<file path="config.mk">
export PLATFORM = sky130hd
export DESIGN_NAME = uart_rx_fifo_flat
export DESIGN_NICKNAME = d
export VERILOG_FILES = /design/src/rtl/uart_rx_fifo_pkg.sv /design/src/rtl/uart_rx_fifo_if.sv /design/src/rtl/uart_rx_fifo_sync_fifo.sv /design/src/rtl/uart_rx_fifo.sv /design/src/flat_wrapper.sv
export SDC_FILE = /design/constraint.sdc
export NUM_CORES = 1
export LEC_CHECK = 0
export BUFFER_PORTS_ARGS = -buffer_cell sky130_fd_sc_hd__buf_4
export CELL_PAD_IN_SITES_DETAIL_PLACEMENT = 0
export CELL_PAD_IN_SITES_GLOBAL_PLACEMENT = 1
export CORE_UTILIZATION = 50
export DETAILED_ROUTE_END_ITERATION = 12
export GPL_ROUTABILITY_DRIVEN = 0
export PLACE_DENSITY_LB_ADDON = 0.2
export SYNTH_ARGS = -nofsm -noshare
export SYNTH_HDL_FRONTEND = slang
export SYNTH_SLANG_ARGS = --single-unit
</file>
<file path="constraint.sdc">
create_clock -name clk_50M -period 3.2 [get_ports clk_50M]
set_clock_uncertainty 0.1 [all_clocks]
set_input_delay 0 -clock clk_50M [delete_from_list [all_inputs] [get_ports clk_50M]]
set_output_delay 0 -clock clk_50M [all_outputs]
set_load 0.01 [all_outputs]
</file>
<file path="src/rtl/uart_rx_fifo_pkg.sv">
// Shared UART definitions for the RX and TX paths.
//   DATA_BITS     : payload bits per 8N1 frame
//   rx_state_e    : receiver FSM state encoding
//   clks_per_bit  : clock cycles per bit period (integer divide)
package uart_rx_fifo_pkg;

  localparam int unsigned DATA_BITS = 8;

  typedef enum logic [2:0] {
    StIdle,
    StStart,
    StData,
    StStop,
    StWaitIdle
  } rx_state_e;

  function automatic int unsigned clks_per_bit(input int unsigned clk_hz,
                                               input int unsigned baud);
    return clk_hz / baud;
  endfunction

endpackage

</file>
<file path="src/rtl/uart_rx_fifo_if.sv">
// Valid/ready byte stream from the UART receiver FIFO to its consumer.
//   rd_valid : head of FIFO is valid
//   rd_data  : head-of-FIFO byte (first-word fall-through)
//   rd_ready : consumer pops the head when rd_valid & rd_ready
// master = byte source (the receiver), slave = consumer.
interface uart_rx_fifo_if;
  import uart_rx_fifo_pkg::*;

  logic                 rd_valid;
  logic [DATA_BITS-1:0] rd_data;
  logic                 rd_ready;

  modport master (
    output rd_valid,
    output rd_data,
    input  rd_ready
  );

  modport slave (
    input  rd_valid,
    input  rd_data,
    output rd_ready
  );

endinterface

</file>
<file path="src/rtl/uart_rx_fifo_sync_fifo.sv">
// Synchronous first-word fall-through FIFO, shared by the UART RX and TX paths.
//   clk_i, rst_ni : clock, async active-low reset (pointers only)
//   push_i        : write push_data_i (dropped when full unless popping too)
//   pop_i         : remove head (ignored when empty)
//   head_o        : head entry, forced to zero while empty
//   empty_o/full_o: status; level_o: occupancy 0..DEPTH
module sync_fifo #(
  parameter int unsigned WIDTH = 8,
  parameter int unsigned DEPTH = 16
) (
  input  logic                   clk_i,
  input  logic                   rst_ni,
  input  logic                   push_i,
  input  logic [WIDTH-1:0]       push_data_i,
  input  logic                   pop_i,
  output logic [WIDTH-1:0]       head_o,
  output logic                   empty_o,
  output logic                   full_o,
  output logic [$clog2(DEPTH):0] level_o
);

  localparam int unsigned AddrW = $clog2(DEPTH);
  localparam int unsigned PtrW  = AddrW + 1;

  logic [PtrW-1:0]  wptr_q, wptr_d;
  logic [PtrW-1:0]  rptr_q, rptr_d;
  logic [WIDTH-1:0] mem_q [DEPTH];
  logic             wr_en, rd_en;

  // Extra pointer MSB distinguishes full from empty when the indices match.
  assign empty_o = (wptr_q == rptr_q);
  assign full_o  = (wptr_q[AddrW] != rptr_q[AddrW]) &&
                   (wptr_q[AddrW-1:0] == rptr_q[AddrW-1:0]);

  assign rd_en = pop_i & ~empty_o;
  // A simultaneous pop frees the slot, so a push into a full FIFO is accepted.
  assign wr_en = push_i & (~full_o | rd_en);

  always_comb begin
    wptr_d = wptr_q;
    rptr_d = rptr_q;
    if (wr_en) wptr_d = wptr_q + PtrW'(1);
    if (rd_en) rptr_d = rptr_q + PtrW'(1);
  end

  always_ff @(posedge clk_i or negedge rst_ni) begin
    if (!rst_ni) begin
      wptr_q <= '0;
      rptr_q <= '0;
    end else begin
      wptr_q <= wptr_d;
      rptr_q <= rptr_d;
    end
  end

  always_ff @(posedge clk_i) begin
    if (wr_en) mem_q[wptr_q[AddrW-1:0]] <= push_data_i;
  end

  // Storage is not reset, so mask the head while empty.
  assign head_o  = empty_o ? '0 : mem_q[rptr_q[AddrW-1:0]];
  assign level_o = wptr_q - rptr_q;

endmodule

</file>
<file path="src/rtl/uart_rx_fifo.sv">
// 8N1 UART receiver feeding a byte FIFO with a valid/ready read port.
//   clk_50M   : system clock, rising edge
//   k_resetb  : async active-low reset
//   rxd       : serial input, asynchronous, idle high
//   rd        : valid/ready byte stream (master modport)
//   level     : FIFO occupancy 0..DEPTH
//   frame_err : one-cycle pulse, stop bit sampled low (byte discarded)
//   overrun   : one-cycle pulse, byte completed while FIFO full (byte dropped)
module uart_rx_fifo
  import uart_rx_fifo_pkg::*;
#(
  parameter int unsigned CLK_HZ = 50000000,
  parameter int unsigned BAUD   = 115200,
  parameter int unsigned DEPTH  = 16
) (
  input  logic                   clk_50M,
  input  logic                   k_resetb,
  input  logic                   rxd,
  uart_rx_fifo_if.master         rd,
  output logic [$clog2(DEPTH):0] level,
  output logic                   frame_err,
  output logic                   overrun
);

  localparam int unsigned ClksPerBit = clks_per_bit(CLK_HZ, BAUD);
  localparam int unsigned CntW       = $clog2(ClksPerBit + 1);
  localparam int unsigned IdxW       = $clog2(DATA_BITS);

  logic                 rxd_meta_q, rxd_s_q;
  rx_state_e            state_q, state_d;
  logic [CntW-1:0]      cnt_q, cnt_d;
  logic [IdxW-1:0]      bit_idx_q, bit_idx_d;
  logic [DATA_BITS-1:0] shift_q, shift_d;
  logic                 frame_err_q, frame_err_d;
  logic                 overrun_q, overrun_d;
  logic                 expire, push, pop;
  logic                 fifo_empty, fifo_full;

  // A counter loaded with N expires N cycles later, giving an exact bit period.
  assign expire = (cnt_q == CntW'(1));

  always_comb begin
    state_d     = state_q;
    cnt_d       = cnt_q;
    bit_idx_d   = bit_idx_q;
    shift_d     = shift_q;
    push        = 1'b0;
    frame_err_d = 1'b0;
    case (state_q)
      StIdle: begin
        // Half-period load lands the following samples mid-bit.
        if (!rxd_s_q) begin
          state_d = StStart;
          cnt_d   = CntW'(ClksPerBit / 2);
        end
      end
      StStart: begin
        if (!expire) begin
          cnt_d = cnt_q - CntW'(1);
        end else if (!rxd_s_q) begin
          state_d   = StData;
          cnt_d     = CntW'(ClksPerBit);
          bit_idx_d = '0;
        end else begin
          state_d = StIdle;  // start bit did not hold: glitch
        end
      end
      StData: begin
        if (!expire) begin
          cnt_d = cnt_q - CntW'(1);
        end else begin
          shift_d = {rxd_s_q, shift_q[DATA_BITS-1:1]};
          cnt_d   = CntW'(ClksPerBit);
          if (bit_idx_q == IdxW'(DATA_BITS - 1)) begin
            state_d = StStop;
          end else begin
            bit_idx_d = bit_idx_q + IdxW'(1);
          end
        end
      end
      StStop: begin
        if (!expire) begin
          cnt_d = cnt_q - CntW'(1);
        end else if (rxd_s_q) begin
          push    = 1'b1;
          state_d = StIdle;
        end else begin
          frame_err_d = 1'b1;
          state_d     = StWaitIdle;
        end
      end
      StWaitIdle: begin
        // Hold off re-arming until the line returns high so a break reports once.
        if (rxd_s_q) state_d = StIdle;
      end
      default: state_d = StIdle;
    endcase
  end

  assign pop       = rd.rd_ready & rd.rd_valid;
  assign overrun_d = push & fifo_full & ~pop;

  always_ff @(posedge clk_50M or negedge k_resetb) begin
    if (!k_resetb) begin
      rxd_meta_q  <= 1'b1;
      rxd_s_q     <= 1'b1;
      state_q     <= StIdle;
      cnt_q       <= '0;
      bit_idx_q   <= '0;
      shift_q     <= '0;
      frame_err_q <= 1'b0;
      overrun_q   <= 1'b0;
    end else begin
      rxd_meta_q  <= rxd;
      rxd_s_q     <= rxd_meta_q;
      state_q     <= state_d;
      cnt_q       <= cnt_d;
      bit_idx_q   <= bit_idx_d;
      shift_q     <= shift_d;
      frame_err_q <= frame_err_d;
      overrun_q   <= overrun_d;
    end
  end

  sync_fifo #(
    .WIDTH (DATA_BITS),
    .DEPTH (DEPTH)
  ) u_fifo (
    .clk_i       (clk_50M),
    .rst_ni      (k_resetb),
    .push_i      (push),
    .push_data_i (shift_q),
    .pop_i       (pop),
    .head_o      (rd.rd_data),
    .empty_o     (fifo_empty),
    .full_o      (fifo_full),
    .level_o     (level)
  );

  assign rd.rd_valid = ~fifo_empty;
  assign frame_err   = frame_err_q;
  assign overrun     = overrun_q;

endmodule

</file>
<file path="src/flat_wrapper.sv">
// flat-port wrapper written by rule: the top's interface ports become plain ports
module uart_rx_fifo_flat import uart_rx_fifo_pkg::*;
#(
  parameter int unsigned CLK_HZ = 50000000,
  parameter int unsigned BAUD   = 115200,
  parameter int unsigned DEPTH  = 16
)
  (clk_50M, k_resetb, rxd, level, frame_err, overrun, rd_rd_valid, rd_rd_data, rd_rd_ready);
  uart_rx_fifo_if rd_i ();
  input  logic clk_50M;
  input  logic k_resetb;
  input  logic rxd;
  output logic [$clog2(DEPTH):0] level;
  output logic frame_err;
  output logic overrun;
  output wire logic [$bits(rd_i.rd_valid)-1:0] rd_rd_valid;
  output wire logic [$bits(rd_i.rd_data)-1:0] rd_rd_data;
  input wire logic [$bits(rd_i.rd_ready)-1:0] rd_rd_ready;
  assign rd_rd_valid = rd_i.rd_valid;
  assign rd_rd_data = rd_i.rd_data;
  assign rd_i.rd_ready = rd_rd_ready;
  uart_rx_fifo #(.CLK_HZ(CLK_HZ), .BAUD(BAUD), .DEPTH(DEPTH)) u_core (.clk_50M(clk_50M), .k_resetb(k_resetb), .rxd(rxd), .rd(rd_i), .level(level), .frame_err(frame_err), .overrun(overrun));
endmodule
</file>
Yosys cells after proc, flatten, opt, wreduce, memory -nomap -nowiden
Memory sizes are Yosys's and may differ from the RTL's.
Index checks and enable logic that the tools add are counted.

operators by class
  reductions and logical operators = 8
  bitwise logic cells = 9
  equal/unequal tests = 19
  add/subtract/negate cells = 5
  muxes and demuxes = 29

operators by type and width
  operator               number
  $mux W9                5
  $pmux W9 S4            1
  $mux W3                11
  $pmux W3 S5            1
  $add A5 B1 Y5 const B  2
  $ne A2 B1 Y1 const B   5
  $eq A9 B1 Y1 const B   1
  $sub A9 B1 Y9 const B  1
  $mux W1                8
  $mux W8                1
  $ne A2 B2 Y1 const B   4
  $eq A3 B2 Y1 const B   2
  $eq A3 B3 Y1 const B   2
  $pmux W3 S2            1
  $reduce_and A6 Y1      1
  $and A1 B1 Y1          5
  $eq A5 B5 Y1           1
  $reduce_and A5 Y1      1
  $sub A5 B5 Y5          1
  $eq A4 B4 Y1           1
  $reduce_and A4 Y1      1
  $reduce_bool A4 Y1     1
  $add A3 B1 Y3 const B  1
  $eq A3 B1 Y1 const B   1
  other kinds (9)        11

word-level totals
  memories kept = 1
  logic and storage cells = 81
  input port bits = 4
  RAM bits = 128
  register bits = 37

memories
  name                 words  bits a word  rd ports  clocked after Yosys merged registers in  wr ports  RTL line                      RTL
  u_core.u_fifo.mem_q  16     8            1         0                                        1         uart_rx_fifo_sync_fifo.sv:27  logic [WIDTH-1:0] mem_q [DEPTH];

Logic depth before layout (Yosys ltp)
  word-level depth = 8
  depth in mapped cells = 8
  gate-level depth less buffers = 7

Modules after synthesis
A second synthesis with hierarchy kept.

second synthesis, totals
  cell total of the unflattened synthesis = 433
  area, all modules = 7165.6 µm²

modules (own cells, without submodules)
  module        seq. area each (µm²)  instances  cells each  area an instance (µm²)
  sync_fifo     4093.9                1          290         5664.2
  uart_rx_fifo  678.2                 1          143         1501.4

Worst setup path before layout
Ideal clock, no wire load.

  kind = reg2reg
  start = register u_core.u_fifo.rptr_q[1]
  end = memory u_core.u_fifo.mem_q[12][0], enable pin
  required time = 2822 ps
  data arrival time = 2596 ps
  slack = 226 ps
  library setup time = 278 ps
  cell stages (with the launch flop) = 9
  period minus slack after synthesis = 2974 ps
  path through = dfrtp_1 -> clkbuf_1 -> buf_1 -> inv_1 -> ha_1 -> nand4_1 -> nor3_1 -> nor3b_1 -> and3_1

on the way
  word-level cells in the longest chain between the ends = 8
  elaborated cells on any way between the ends = 11
  those cells by class = 2 x eq/ne; 2 x mux; 6 x bitwise; 1 x reduce/logical

RTL lines
  item                             RTL line                                           RTL
  start, declared                  uart_rx_fifo_sync_fifo.sv:26                       logic [PtrW-1:0] rptr_q, rptr_d;
  start signal, assigned           uart_rx_fifo_sync_fifo.sv:52                       rptr_q <= rptr_d;
  $eq A5 B5 Y1                     uart_rx_fifo_sync_fifo.sv:31                       assign empty_o = (wptr_q == rptr_q);
  $not A1 Y1                       uart_rx_fifo_sync_fifo.sv:35, uart_rx_fifo.sv:140
  $and A1 B1 Y1                    uart_rx_fifo.sv:100                                assign pop = rd.rd_ready & rd.rd_valid;
  $and A1 B1 Y1                    uart_rx_fifo_sync_fifo.sv:35                       assign rd_en = pop_i & ~empty_o;
  $or A1 B1 Y1 *                   uart_rx_fifo_sync_fifo.sv:37                       assign wr_en = push_i & (~full_o | rd_en);
  $and A1 B1 Y1 *                  uart_rx_fifo_sync_fifo.sv:37
  $mux W1 *                        uart_rx_fifo_sync_fifo.sv:57                       if (wr_en) mem_q[wptr_q[AddrW-1:0]] <= push_data_i;
  $mux W1 (implied by the code) *  uart_rx_fifo_sync_fifo.sv:57
  end, declared                    uart_rx_fifo_sync_fifo.sv:27

Every way passes the cells marked *; elsewhere a longest branch is shown, timed or not.

Worst setup path after layout
  start = register u_core.cnt_q[1]
  end = memory u_core.u_fifo.mem_q[1][0], enable pin

on the way
  word-level cells in the longest chain between the ends = 6

RTL lines
  item                           RTL line                      RTL
  start, declared                uart_rx_fifo.sv:31            logic [CntW-1:0] cnt_q, cnt_d;
  start signal, assigned         uart_rx_fifo.sv:117           cnt_q <= cnt_d;
  $eq A9 B1 Y1                   uart_rx_fifo.sv:40            assign expire = (cnt_q == CntW'(1));
  $mux W1                        uart_rx_fifo.sv:82            if (!expire) begin
  $mux W1                        uart_rx_fifo.sv:49            case (state_q)
  $and A1 B1 Y1                  uart_rx_fifo_sync_fifo.sv:37
  $mux W1                        uart_rx_fifo_sync_fifo.sv:57
  $mux W1 (implied by the code)  uart_rx_fifo_sync_fifo.sv:57

No other way between the ends.

==> results.cfg <==
[drt]
avgRoutedWirePerCell_microns = 21.89
routed_wl_mm = 13.90
drc = 0
final_antenna_net_count = 0
initialDrtViolationCount = 456
via_count = 3711
detail_route.first_pass.iterations = 4
via_per_inst = 5.844

[synthesis]
postSynthCellCount = 410
synth_flop_cell = edfxtp_1
seq_area_frac_synth = 0.6786
yosys_warnings = 0
synth.area.top_cells = edfxtp_1 (55%), dfrtp_1 (12%), mux4_2 (10%)
synth_area_sq_um = 7032
synth_top_cell_area_share = 0.5466
synth_top_cell_by_area = edfxtp_1
avgSynthCellArea_sq_um = 17.15
async_reset_ff_frac = 0.2242
ys_types = 55
ys_ff_latch = 165
synthesis.nets = 428
synth-edff-count = 128

[grt]
antenna_found_initial = 0
grt_pass1_vias = 3757
use_met3 = 0.05236
grt_use_met1 = 0.3093
gr-total-overflow = 0
busiest_layer = met2
grtUsageTotal = 0.2117
grt_pass1_wl_mm = 21.94
grt_util_met2 = 0.3125
grt_max_degree = 36

[status]
status = completed

[setup_path]
arrival_ns = 2.96
crit_buf_inv = 1
cp_slowest_stage_delay_ns = 0.56
cp_max_fo = 9
start_kind = register
cp_cell_sequence = inv_1 -> ha_1 -> or4b_1 -> or4_4 -> nor4_1 -> and2_1
reg2reg_depth = 6
slowest_stage = or4_4
crit_family = simple AND/OR/NAND/NOR gates
worst-setup-path-type = register to register
worstPathRequired_ns = 3.18
path_depth = 6
crit_path_end_kind = register

[clock_tree]
clkTransAtPathRegs_ns = 0.06
cts_root_buffer = clkbuf_16
clockBufferDepth = 2
cts_tree = yes
cts.sinks = 165
worstSkewPairLatency_ns = 0.43
cts_buffers = 17
htreeDepth = 4

[placement]
io_buffers = 19
dp_hpwl_mm = 9.232
dp_cells = 598

[flow_run]
drv_cap = 0

[floorplanning]
die_y_microns = 120.6
ios = 20
die_w_microns = 120.6
start_util = 0.5227
core_sq_um = 13450
die-area_sq_um = 14540
num_rows = 42

[final_layout]
final_common_cell = edfxtp_1
instances_no_fill = 635
finalNetCount = 464
regArea_sq_um = 4773
n_antenna_cell = 0
multi_input_area_sq_um = 2118
areaGrowthSynthToFinish_pct = 13.95
drive_gt1_frac = 0.2375
layout_common_cells = edfxtp_1 (128), dfrtp_1 (34), mux4_2 (32)
fillers = 1055

[timing]
timing.final.crit_share = 0.9302
hold_viol = 0
worst_slew_pin_slew_ns = 0.9172
setup_viol = 0
post-route-min-period_ns = 2.977
fin_setup_tns_ns = 0
rsz0062_at_grt = no
fmax_ghz = 0.3359
drv_slew = 0
slew-limit-headroom = 0.3865

[min_path]
min_path_cells = 2
hp-class = input port to register

[power]
power_leakage_nw = 3.218
powerDensity_nw_per_um2 = 649.5
irDropWorstVdd_mv = 0.6787
[through the flow]
stage	power, mW	cell area (sq um)	setup slack [ns]	hold WS [ns]	util
2_1_floorplan	3.055	7032	0.2263	-0.3956	-
3_3_place_gp	3.315	7396	0.2207	-0.1013	0.5498
3_5_place_dp	3.320	7396	0.1389	-0.08965	0.5498
4_1_cts	5.241	8011	0.1224	0.1102	0.5955
5_1_grt	5.399	8013	0.02289	0.1228	0.5956
6_report	5.204	8013	0.2233	0.1224	0.5956
[worst paths after layout]
| kind | start | end | slack (ns) |
|---|---|---|---|
| setup / recovery | u_core.cnt_q[1] | u_core.u_fifo.mem_q[1][0] | 0.22 |
| hold / removal | rxd | u_core.rxd_meta_q | 0.12 |
| setup reg to reg | u_core.cnt_q[1] | u_core.u_fifo.mem_q[1][0] | 0.22 |
| hold reg to reg | u_core.rxd_meta_q | u_core.rxd_s_q | 0.26 |
| max in group asynchronous | k_resetb | u_core.shift_q[3] | 0.99 |
| min in group asynchronous | k_resetb | u_core.shift_q[0] | 0.43 |
[flip-flops by register name, summed over array words and instances, names as in the netlist]
name                  flops
u_core.u_fifo.rptr_q      5
u_core.cnt_q              9
u_core.shift_q            8
u_core.u_fifo.wptr_q      5
u_core.bit_idx_q          3
u_core.rxd_s_q            1
u_core.rxd_meta_q         1
u_core.state_q            3
u_core.overrun            1
u_core.u_fifo.mem_q     128
u_core.frame_err          1
[final cells by class]
cell class                 count  area share
clock buffer                  17     0.05309
clock inverter                15     0.01749
inverter                      18    0.008432
multi-input combinational    210      0.2644
sequential                   165      0.5957
tap                          176     0.02748
timing repair buffer          34     0.03342
[synthesized netlist by cell type, drive strengths merged, types with 2 or more instances]
master  number
o31a         2
a21oi        6
a21o         5
and3         3
dfrtp       35
and2        13
nand3        6
edfxtp     128
a41oi        2
xnor2        9
nor4b        4
o22a         2
nor3b        2
nor4         4
or3          2
nor2         8
o21ai        5
nor3         6
buf          7
dfstp        2
o22ai       11
mux2i       20
or4          3
a221oi       5
nand4        3
a211oi       3
mux4        32
inv         18
clkbuf      10
xor2         4
nand2       13
ha          13
mux2        10
[what timing repair did]
action,4_1_cts,5_1_grt
hold endpoints to repair,44,0
hold buffers,5,0
endpoints found under the setup margin,0,8
setup buffers,0,0
resized for setup,0,1
[layer usage]
metal,wire (microns),part of all wire
met1,6428,0.46
met2,6446,0.46
met3,865,0.062
met4,161,0.012
met5,0,0
[kinds of logic (layout without fill, tap and decap cells)]
family	after synthesis	count (layout)	synth area share
fa+ha+maj	14	14	0.02598
simple gates	72	72	0.06263
mux	62	62	0.1470
flops	165	165	0.6786
compound gates	49	49	0.04929
xor+xnor	13	13	0.01619
buf+inv	35	84	0.02028
[report_power, final]
group          internal, mW  leakage [nW]  switching, mW
Sequential             2.32          1.96         0.0341
Clock                  1.13         0.259          0.808
Combinational         0.400          1.00          0.508
Total                  3.85          3.22           1.35
[worst reg2reg max path, stage by stage (launching register included)]
cell	delay, ns
dfrtp_1	0.37
inv_1	0.09
ha_1	0.16
or4b_1	0.54
or4_4	0.56
nor4_1	0.37
and2_1	0.44
(Power assumes the default switching activity.)
